[src/rtl/uart_tx_arbiter.sv]
// Round-robin arbiter sharing one UART transmitter between N_REQ byte sources.
// Optional LAUNCH watchdog enabled by defining UART_TX_ARB_TIMEOUT_EN.
module uart_tx_arbiter #(
  parameter int N_REQ   = 4,
  parameter int DATA_W  = 8,
  parameter int TIMEOUT = 65535
) (
  input  logic                    i_clk,
  input  logic                    i_reset,
  input  logic [N_REQ-1:0]        i_req,
  input  logic [N_REQ*DATA_W-1:0] i_data,
  output logic [N_REQ-1:0]        o_ack,
  output logic [N_REQ-1:0]        o_done,
  output logic                    o_tx_start,
  output logic [DATA_W-1:0]       o_tx_data,
  input  logic                    i_tx_busy,
  output logic [2:0]              o_grant_id,
  output logic                    o_busy,
  output logic                    o_err
);

  typedef enum logic [1:0] {IDLE, LAUNCH, SEND, DONE} state_t;

  state_t            state, state_nxt;
  logic [2:0]        ptr;
  logic [2:0]        win_id;
  logic              win_vld;
  logic              grant;
  logic              tmo_hit;
  logic [N_REQ-1:0]  ack_q;

  // Walk downward so the closest set bit after ptr is the last one written.
  always_comb begin
    win_vld = 1'b0;
    win_id  = '0;
    for (int i = N_REQ; i >= 1; i--) begin
      if (i_req[(int'(ptr) + i) % N_REQ]) begin
        win_vld = 1'b1;
        win_id  = 3'((int'(ptr) + i) % N_REQ);
      end
    end
  end

  assign grant = (state == IDLE) && !i_tx_busy && win_vld;

  always_comb begin
    state_nxt = state;
    case (state)
      IDLE:   if (grant) state_nxt = LAUNCH;
      LAUNCH: if (i_tx_busy) state_nxt = SEND;
              else if (tmo_hit) state_nxt = DONE;
      SEND:   if (!i_tx_busy) state_nxt = DONE;
      DONE:   state_nxt = IDLE;
      default: state_nxt = IDLE;
    endcase
  end

  always_ff @(posedge i_clk or posedge i_reset) begin
    if (i_reset) begin
      state      <= IDLE;
      ptr        <= 3'(N_REQ - 1);
      o_grant_id <= '0;
      o_tx_data  <= '0;
      ack_q      <= '0;
    end else begin
      state <= state_nxt;
      ack_q <= '0;
      if (grant) begin
        o_grant_id <= win_id;
        o_tx_data  <= i_data[win_id*DATA_W +: DATA_W];
        ack_q      <= N_REQ'(1) << win_id;
      end
      if (state == DONE) ptr <= o_grant_id;
    end
  end

`ifdef UART_TX_ARB_TIMEOUT_EN
  logic [15:0] tmo_cnt;
  logic        err_q;

  assign tmo_hit = (state == LAUNCH) && !i_tx_busy && (tmo_cnt == 16'(TIMEOUT - 1));

  // Counts LAUNCH cycles without busy; any exit from LAUNCH clears it.
  always_ff @(posedge i_clk or posedge i_reset) begin
    if (i_reset) begin
      tmo_cnt <= '0;
      err_q   <= 1'b0;
    end else begin
      err_q <= tmo_hit;
      if (state == LAUNCH && !i_tx_busy && !tmo_hit) tmo_cnt <= tmo_cnt + 16'd1;
      else                                           tmo_cnt <= '0;
    end
  end

  assign o_err = err_q;
`else
  logic unused_timeout;
  assign unused_timeout = (TIMEOUT == 0);
  assign tmo_hit        = 1'b0;
  assign o_err          = 1'b0;
`endif

  assign o_ack      = ack_q;
  assign o_done     = (state == DONE) ? (N_REQ'(1) << o_grant_id) : '0;
  assign o_tx_start = (state == LAUNCH);
  assign o_busy     = (state != IDLE);

endmodule

[config.mk]
export PLATFORM = sky130hd
export DESIGN_NAME = uart_tx_arbiter
export DESIGN_NICKNAME = d
export VERILOG_FILES = /design/src/rtl/uart_tx_arbiter.sv
export SDC_FILE = /design/constraint.sdc
export NUM_CORES = 1
export LEC_CHECK = 0
export ABC_AREA = 0
export ABC_CLOCK_PERIOD_IN_PS = 1800
export BUFFER_PORTS_ARGS = -buffer_cell sky130_fd_sc_hd__buf_2
export CORE_AREA = 2 2 51 65
export DETAILED_ROUTE_END_ITERATION = 10
export DIE_AREA = 0 0 53 67
export GPL_TIMING_DRIVEN = 1
export HOLD_SLACK_MARGIN = 0.05
export PLACE_DENSITY = 0.73
export SLEW_MARGIN = 30
export SYNTH_ARGS = -nofsm -noshare
export SYNTH_HDL_FRONTEND = slang
export SYNTH_SLANG_ARGS = --single-unit
[constraint.sdc]
create_clock -name i_clk -period 1.8 [get_ports i_clk]
set_input_delay 0.18 -clock i_clk [delete_from_list [all_inputs] [get_ports i_clk]]
set_output_delay 0.18 -clock i_clk [all_outputs]
set_load 0.01 [all_outputs]
After elaboration in Yosys (flattened, before gate mapping)
Cells that the tools add are included.
{ "classes": {"n_addsub": 4, "order_cmp": 4, "eq_ne": 6, "n_shift": 3, "mux": 26, "bitwise": 4, "reduce_logical": 10} }
{ "ops": {"columns": ["operator", "n"], "rows": [
  ["32-bit by 7-bit indexed part select with 8-bit output", 1],
  ["3-bit by 4-bit less-than comparator with 1-bit output (second input constant)", 4],
  ["1-bit 2-to-1 mux", 12],
  ["3-bit 2-to-1 mux", 4],
  ["1-bit binary-select mux with 2-bit select", 4],
  ["4-bit 2-to-1 mux", 2],
  ["2-bit case mux with 4 select lines", 1],
  ["2-bit OR reduction", 4],
  ["1-bit by 3-bit << shifter with 4-bit output (first input constant)", 2],
  ["2-bit 2-to-1 mux", 3],
  ["2-bit by 1-bit adder with 2-bit output (second input constant)", 2],
  ["2-bit adder (second input constant)", 2],
  ["1-bit AND (first input constant)", 4],
  ["2-bit equality test (second input constant)", 2],
  ["2-bit inequality test (second input constant)", 2],
  ["3-bit AND reduction", 1],
  ["2-bit by 1-bit equality test with 1-bit output (second input constant)", 1],
  ["1-bit logical AND", 2],
  ["2-bit logical NOT", 1],
  ["2-bit by 1-bit inequality test with 1-bit output (second input constant)", 1],
  ["2-bit nonzero test", 1],
  ["1-bit logical NOT", 1]
]} }
{ "totals": {"register_bits": 19, "in_bits": 39, "output_inout_bits": 22, "word_cells": 62} }

Depth between registers and ports, before layout
Gate-level depths: netlist (run 1).
{ "depth": {"word_depth": 13, "ltp_mapped": 8, "ltp_nobuf": 7} }

Worst setup path after synthesis (run 1)
Ideal clock, no wire load.
{ "synth_path": {"path_type": "reg2reg", "startpoint": "reg ptr[1]", "endpoint": "reg o_tx_data[1]", "setup_ps": 94, "arrival_ps": 1744, "required_time_ps": 1706, "slack_ps": -38, "stages_incl_launch_ff": 8, "cell_sequence": "dfstp_2 > mux2_4 > a22oi_4 > and2_4 > buf_12 > buf_8 > a211oi_1 > a211oi_1"} }
{ "synth_between": {"elab_chain_cells": 9, "elab_cells_between_ends": 34, "classes_between": "4 x add/sub; 1 x shift; 20 x mux; 4 x bitwise; 5 x reduce/logical"} }
{ "synth_lines": {"columns": ["item", "line_no", "source"], "rows": [
  ["from (decl)", "25", "logic [2:0] ptr;"],
  ["from (signal assigned)", "61", "ptr <= 3'(N_REQ - 1);"],
  ["from (signal assigned)", "73", "if (state == DONE) ptr <= o_grant_id;"],
  ["2-bit by 1-bit adder with 2-bit output", "37, 39", null],
  ["1-bit binary-select mux with 2-bit select", "37", "if (i_req[(int'(ptr) + i) % N_REQ]) begin"],
  ["1-bit 2-to-1 mux (not written as such) (2 in a row)", "37", null],
  ["3-bit 2-to-1 mux / 1-bit 2-to-1 mux (equally long branches) (4 in a row)", "37", null],
  ["32-bit by 7-bit indexed part select with 8-bit output / 1-bit logical AND (equally long branches)", "70, 44", null],
  ["to (signal assigned)", "70", "o_tx_data <= i_data[win_id*DATA_W +: DATA_W];"],
  ["to (decl)", "15", "output logic [DATA_W-1:0] o_tx_data,"]
]} }
Several ways; a longest one is shown, not always the timed one. The select of a mux whose other input is x is not followed.
A chain may end at the register's enable or synchronous reset.

Worst setup path in the final report (run 1)
{ "layout_path": {"startpoint": "reg ptr[1]", "endpoint": "reg o_tx_data[3]"} }
Same word-level chain as after synthesis.

==> flow_summary.ini, run 1 <==
[drt]
route.detailed.drc = 0
avgViaCountPerCell = 5.19
drtAntennaViolNets = 0
wire_per_inst_microns = 14.6
vias = 1167
drt_pass1_iterations = 4
drt_iter0_drc = 28
drt-total-wl_mm = 3.30

[timing]
fmax_mhz = 564
setup_viol = 0
tightest_slew_ns = 0.695
finalHoldViolCount = 0
maxSlewViolCount = 0
skew_ns = 0.0107
timing.final.ws_setup_ns = 0.0264
fin_crit_ns = 1.77
fin_tns_setup_ns = 0
rsz0062_at_grt = true
hold_ws_ns = 0.213
maxSlewHeadroom_pct = 53.6
min_period_over_period_pct = 98.5

[clocking]
clkTransAtPathRegs_ns = 0.11
clock_path_buffers = 2
clock-sinks = 18
cts_root_buffer = clkbuf_4
tritoncts = done
htree_levels = 1
cts_buffers = 3
clk_latency_ns = 0.29

[yosys]
yosys_warnings = 0
muxShareOfSynthArea_pct = 11.3
synth-simple-area-share_pct = 11.8
synth_top_family_by_area = compound AO/OA/AOI/OAI gates
synth.largest_area_cell = dfrtp_1
synth_compound_area_share_pct = 24.0
synth.area.top_cells = dfrtp_1, a211oi_1, mux2i_1, a21boi_0, ha_1
ys_ff_latch = 18
synth_top_area_share_pct = 35.3
synth_flop_cell = dfrtp_1
avgSynthCellArea_sq_um = 10.1
synth_edf_count = 0
syn_area_sq_mm = 0.00113
ys_async_sr_fraction_pct = 100
synth.distinct_cells = 31
netlist_instances = 112
synthAdderAreaFrac_pct = 5.52
synth_xor_area_share_pct = 0
ys_seq_area_share_pct = 40.0

[global_routing]
antenna_found_initial = 0
grt_pass1_vias = 1205
grt_max_degree = 19
grt_pass1_wl_mm = 5.41
grt_util_all_layers_pct = 20.6
grt.overflow.total = 0

[layout]
multiInputGateArea_sq_um = 694
n_fill_cell = 245
area.sequential_sq_um = 453
final_util_pct = 58.3
drive_gt1_share_pct = 54.5
finalNonFillerCells = 225
num_antenna_cells = 0
stdcell_area_sq_mm = 0.00168
final_nets = 234
area_growth_syn_to_layout_pct = 48.6

[outcome]
run_status = completed

[power]
ir_drop_v = 0.000636
pwr-share-comb_pct = 59.5
p_per_area_mw_per_mm2 = 1410
seqPwrFrac_pct = 29.8
power.leakage_nw = 0.834
clkPwrFrac_pct = 10.6
power.internal_mw = 1.39
switching_share_pct = 41.2
switchingPower_mw = 0.975
power.total_mw = 2.37

[placement]
place_worst_setup_slack_ns = -0.0819
hpwl_mm = 2.45
place_inst = 215
gp_congestion = 0.782
io_buffers = 58
dpl_cell_area_sq_mm = 0.00152

[hold_path]
hold_depth = 3
hold_path.class = in -> reg

[floorplanning]
io_pins = 61
initial_core_util_pct = 39.2
die_w_microns = 53
dieHeight_microns = 67
dieArea_sq_mm = 0.00355
core_area_sq_mm = 0.00289
fp-row-count = 22

[setup_path]
cp.arrival_ns = 1.96
endpoint_kind = flip-flop
path_max_fanout = 7
cp.required_ns = 1.99
r2r_cells = 7
critPathKind = reg -> reg
start_kind = flip-flop

[job]
max_cap_violations = 0
## kinds of logic after synthesis
kind of cell,count (synthesis)
other cells,1
buf+inv,12
flops,18
mux,12
fa+ha+maj,5
simple gates,28
compound gates,36
## power groups by stage
stage               logic [mW]  clock network, mW  registers [mW]
global route              1.56              0.275           0.720
floorplan                0.722                  0           0.767
detailed placement        1.23                  0           0.711
CTS                       1.28              0.257           0.702
finish                    1.41              0.252           0.707
global placement          1.18                  0           0.700
## critical path: stages (launching register included)
cell      delay (ns)
dfstp_2         0.57
buf_4           0.15
nand2_1         0.08
a31oi_2         0.26
nand3_2         0.12
buf_4           0.20
a211oi_1        0.22
a211oi_1        0.08
## sequential cells by signal, summed over array words and instances (netlist names)
name and flops:
state 2, o_ack 4, ptr 2, o_tx_data 8, o_grant_id 2
## cells in the mapped netlist, types with 2 or more instances
library cell and n:
ha_1 5, o21ai_0 4, nor2b_1 2, mux2_2 2, nor3b_1 2, and2_1 2
a211oi_1 16, dfrtp_1 16, a21boi_0 9, nor3_1 2, nor2_1 14, nand2_1 3
inv_1 6, mux2i_1 9, buf_4 2, a21oi_1 2, dfstp_2 2
## layout make-up
class	instances	area share [%]
clock buffer	4	2.15
inverter	6	1.34
tap	36	2.67
multi-input combinational	85	41.2
sequential	18	26.9
timing repair buffer	76	25.7
## timing repair
item,CTS,global route
pin swaps,1,6
hold buffers,1,0
cloned,1,2
endpoints found under the hold margin,16,0
buffers inserted,2,0
resized for setup,1,19
setup endpoints to repair,10,8
## layout by cell type (no fill, tap or decap), drive strengths merged, types with 4 or more instances in the layout
| cell | netlist | final |
|---|---|---|
| a211oi | 16 | 16 |
| clkbuf | 1 | 4 |
| and2 | 3 | 5 |
| buf | 5 | 75 |
| inv | 6 | 6 |
| a21boi | 10 | 10 |
| ha | 5 | 5 |
| dfrtp | 16 | 16 |
| nor2 | 14 | 14 |
| o21ai | 4 | 4 |
| mux2i | 9 | 9 |
## final timing paths
| kind | slack, ns | from | end |
|---|---|---|---|
| worst max-delay path | 0.03 | ptr[1] | o_tx_data[3] |
| worst min-delay path | 0.21 | i_data[9] | o_tx_data[1] |
| worst max register to register | 0.03 | ptr[1] | o_tx_data[3] |
| worst min register to register | 0.58 | o_tx_data[6] | o_tx_data[6] |
| max in group asynchronous | 0.84 | i_reset | o_grant_id[1] |
| min in group asynchronous | 0.52 | i_reset | o_tx_data[3] |
## routing by layer
layer	part of all wire (%)	vias to the layer above	track usage [%]
met4	1.5	0	8.97
met1	39	564	23.3
li1	-	556	-
met2	55	43	38.3
met3	4.9	4	1.57
met5	0	-	0
Note: power is estimated with default switching activity, not from simulation.
==> run 2: changes to the inputs <==
ABC_CLOCK_PERIOD_IN_PS = 1400   (was 1800)
CORE_AREA = 5 5 54 68   (was 2 2 51 65)
DIE_AREA = 0 0 59 73   (was 0 0 53 67)
clock period = 1.4 ns   (was 1.8 ns; I/O delays follow)
==> run 2 against run 1 <==
Compared with the run above: the run now ends with setup timing left; first-iteration DRC count is the same; final cell count grew 4.9%; clock-buffer cell count is the same; hold slack gained 0.0022 ns; global-route usage shrank 3.2 points; clock power grew 70%; clock skew shrank 0.0051 ns; critical path depth shrank 1; total power grew 58%; sequential power grew 30%; combinational power grew 70%; setup slack lost 0.42 ns; critical endpoint is now o_tx_data[6].
==> flow_summary.ini, run 2 (synthesis gave the netlist of run 1 again) <==
[outcome]
run_status = finished with violations
violations = setup timing

[global_routing]
grt.overflow.total = 0
antenna_found_initial = 0
grt_pass1_vias = 1235
grt_util_all_layers_pct = 17.4
grt_max_degree = 19
grt_pass1_wl_mm = 5.69

[layout]
num_antenna_cells = 0
stdcell_area_sq_mm = 0.00192
n_fill_cell = 249
area.sequential_sq_um = 453
finalNonFillerCells = 236
regMostFlops = o_tx_data
largest_register_ffs = 8
final_nets = 244
drive_gt1_share_pct = 64.3
layout_commonest_cell = buf_2
final_cell_mix = buf_2, dfrtp_1, buf_4
multiInputGateArea_sq_um = 791
area_growth_syn_to_layout_pct = 69.8

[timing]
skew_ns = 0.00564
maxSlewViolCount = 0
setup_viol = 15
fin_tns_setup_ns = -4.01
fin_crit_ns = 1.79
timing.final.ws_setup_ns = -0.389
rsz0062_at_grt = true
min_period_over_period_pct = 128
finalHoldViolCount = 0
fmax_mhz = 559

[clocking]
cts_buffers = 3
clk_latency_ns = 0.25
cts_root_buffer = clkbuf_8
clock-sinks = 18
clkTransAtPathRegs_ns = 0.07
tritoncts = done
htree_levels = 1
clock_path_buffers = 2

[drt]
wire_per_inst_microns = 17.5
drt-total-wl_mm = 4.14
avgViaCountPerCell = 5.18
drt_iter0_drc = 28
vias = 1223
drtAntennaViolNets = 0
drt_pass1_iterations = 4
route.detailed.drc = 0

[setup_path]
endpoint_kind = flip-flop
critPathKind = reg -> reg
cp.arrival_ns = 1.92
cp.required_ns = 1.53
path_max_fanout = 5
start_kind = flip-flop

[power]
ir_drop_v = 0.000875
p_per_area_mw_per_mm2 = 1940
power.leakage_nw = 0.917
power.total_mw = 3.74

[placement]
hpwl_mm = 2.69
place_inst = 223
place_worst_setup_slack_ns = -0.388
io_buffers = 58
dpl_cell_area_sq_mm = 0.00160
gp_congestion = 0.803

[floorplanning]
dieArea_sq_mm = 0.00431
fp-row-count = 23
io_pins = 61
die_w_microns = 59
dieHeight_microns = 73
initial_core_util_pct = 37.2
core_area_sq_mm = 0.00305

[hold_path]
hold_path.class = in -> reg

[job]
max_cap_violations = 0
==> run 2: changes by cell type in the layout (fill, tap and decap cells not counted), moves of 3 or more <==
cell	before	now
a211oi_2	8	5
clkbuf_8	1	4
clkbuf_4	3	0
buf_6	2	11
inv_1	6	3
inv_2	0	3
a211oi_1	8	11
nand2_1	3	0
ha_1	5	1
==> run 2: final timing paths <==
path	start	endpoint	slack, ns	depth (start not counted)
max	ptr[1]	o_tx_data[6]	-0.39	6
min	i_data[10]	o_tx_data[2]	0.21	3
max reg2reg	ptr[1]	o_tx_data[6]	-0.39	6
min reg2reg	o_tx_data[0]	o_tx_data[0]	0.56	2
max in group asynchronous	i_reset	ptr[0]	0.70	4
min in group asynchronous	i_reset	o_grant_id[1]	0.44	4
==> run 2: repair_timing <==
action,in CTS,in global routing
pin swaps,5,12
setup endpoints to repair,20,20
hold endpoints to repair,16,0
hold buffers,1,0
cloned,2,1
buffers inserted,3,4
resized for setup,12,35
==> run 2: cell type report <==
type	instances	area share, %
Multi-Input combinational cell	85	41.1
Timing Repair Buffer	86	28.9
Sequential cell	18	23.5
Clock buffer	4	2.86
Tap cell	37	2.41
Inverter	6	1.17
==> run 2: per-layer routing <==
| layer | global-route usage, % | wire length (microns) | share of wire, % |
|---|---|---|---|
| met5 | 0 | 0 | 0 |
| met4 | 7.56 | 116 | 2.8 |
| met3 | 2.30 | 164 | 4.0 |
| met2 | 32.6 | 2330 | 56 |
| met1 | 19.1 | 1530 | 37 |
==> run 2: report_power, final <==
group	internal, mW	switching (mW)
Sequential	0.762	0.156
Clock	0.250	0.178
Combinational	1.20	1.19
Total	2.21	1.53
==> run 2: critical path, stage by stage (launching register included) <==
cell      delay, ns
dfstp_2        0.56
buf_6          0.11
a21boi_0       0.11
o21bai_2       0.28
and2_4         0.27
mux2i_2        0.24
a211oi_2       0.09
==> run 2: through the flow <==
stage / utilization, % / hold WS (ns)
after CTS: 57.8 / 0.226
after detailed placement: 52.4 / 0.172
after global routing: 63.1 / 0.230
after floorplan: - / 0.0771
final: 63.1 / 0.215
after global placement: 52.4 / 0.164
==> run 3: changes to the inputs <==
PLACE_DENSITY = default   (was 0.73)
PLACE_DENSITY_LB_ADDON = 0.08   (was default)
==> run 3 against run 2 <==
Compared with the run above: the flow still finishes with violations (setup timing); non-clock buffer count shrank 2; sequential share of layout area grew 0.86 points; core utilization down 2.2 points; setup slack better by 0.12 ns; final area decreased by 3.5%; sequential cell count unchanged; critical path type unchanged; largest power group unchanged; highest routed layer unchanged.
==> flow_summary.ini, run 3 (synthesis gave the netlist of run 1 again) <==
[layout]
num_antenna_cells = 0
final_nets = 242
layout_commonest_cell = buf_2
final_util_pct = 60.9
area_growth_syn_to_layout_pct = 63.8
stdcell_area_sq_mm = 0.00186
final_cell_mix = buf_2, buf_4, a211oi_1, dfrtp_1, nor2_1
drive_gt1_share_pct = 57.4
regMostFlops = o_tx_data
n_fill_cell = 303
largest_register_ffs = 8

[global_routing]
grt_util_all_layers_pct = 16.6
grt_pass1_wl_mm = 5.59
grt_max_degree = 11
grt_pass1_vias = 1296
grt.overflow.total = 0
antenna_found_initial = 0

[hold_path]
hold_path.class = in -> reg

[placement]
dpl_cell_area_sq_mm = 0.00162
place_worst_setup_slack_ns = -0.362
io_buffers = 58
gp_congestion = 0.722
hpwl_mm = 2.50

[floorplanning]
io_pins = 61
initial_core_util_pct = 37.2
core_area_sq_mm = 0.00305
fp-row-count = 23
dieArea_sq_mm = 0.00431
dieHeight_microns = 73
die_w_microns = 59

[setup_path]
critPathKind = reg -> reg
start_kind = flip-flop
cp.arrival_ns = 1.83
r2r_start = ptr[1]
critPathCapture = o_tx_data[1]
cp.required_ns = 1.56
endpoint_kind = flip-flop
startpoint = ptr[1]
ff2ff_setup_slack_ns = -0.27
timing.rr.end = o_tx_data[1]
path_max_fanout = 8
r2r_cells = 5

[drt]
drtAntennaViolNets = 0
wire_per_inst_microns = 14.1
drt_pass1_iterations = 2
route.detailed.drc = 0
vias = 1174
avgViaCountPerCell = 5.02
drt-total-wl_mm = 3.30
drt_iter0_drc = 10

[clocking]
clock_path_buffers = 2
clkTransAtPathRegs_ns = 0.07
cts_buffers = 3
clock-sinks = 18
cts_root_buffer = clkbuf_8
tritoncts = done
clk_latency_ns = 0.25
htree_levels = 1

[timing]
maxSlewViolCount = 0
fin_tns_setup_ns = -3.08
hold_ws_ns = 0.225
setup_viol = 15
fmax_mhz = 598
min_period_over_period_pct = 120
timing.final.ws_setup_ns = -0.273
finalHoldViolCount = 0
skew_ns = 0.000929
fin_crit_ns = 1.67
rsz0062_at_grt = true

[power]
power.leakage_nw = 0.891
p_per_area_mw_per_mm2 = 1870
ir_drop_v = 0.00102

[job]
max_cap_violations = 0

[outcome]
violations = setup timing
run_status = finished with violations
-- run 3: metrics by stage --
stage               power, mW  cells
floorplan                1.98    113
global placement         2.59    224
detailed placement       2.64    224
CTS                      3.41    233
global route             3.73    234
finish                   3.47    234
-- run 3: critical path, cell delays in order (launching register included) --
cell      delay [ns]
dfstp_2         0.54
mux2_4          0.31
a22oi_4         0.17
and2_2          0.29
a211oi_1        0.11
a211oi_1        0.18
-- run 3: final cells by class --
cell class	instances	area, sq um	share of cell area (%)
multi-input combinational	85	742	40.0
timing repair buffer	84	536	28.8
sequential	18	453	24.4
clock buffer	4	55.1	2.96
tap	37	46.3	2.49
inverter	6	25.0	1.35
-- run 3: layer usage --
metal	vias up	global-route usage, %	wire (microns)
li1	571	-	-
met1	559	20.2	1350
met2	38	29.6	1730
met3	6	1.95	174
met4	0	5.79	44
met5	-	0	0
-- run 3: what timing repair did --
| item | CTS | global route |
|---|---|---|
| setup endpoints to repair | 20 | 20 |
| buffers inserted | 3 | 4 |
| hold buffers | 1 | 0 |
| cloned | 2 | 0 |
| pin swaps | 8 | 2 |
| hold endpoints to repair | 6 | 0 |
| resized for setup | 18 | 10 |
-- run 3: worst min path at each step --
stage / start / end / depth (start not counted)
floorplan: i_reset / o_ack[0] / 1
finish: i_data[13] / o_tx_data[5] / 3
global placement: i_reset / o_ack[3] / 2
CTS: i_data[11] / o_tx_data[3] / 3
detailed placement: i_reset / o_ack[0] / 2
global route: i_data[20] / o_tx_data[4] / 3
-- run 3: power by group --
group	internal (mW)	switching, mW
Sequential	0.762	0.148
Clock	0.249	0.166
Combinational	1.11	1.04
Total	2.12	1.35
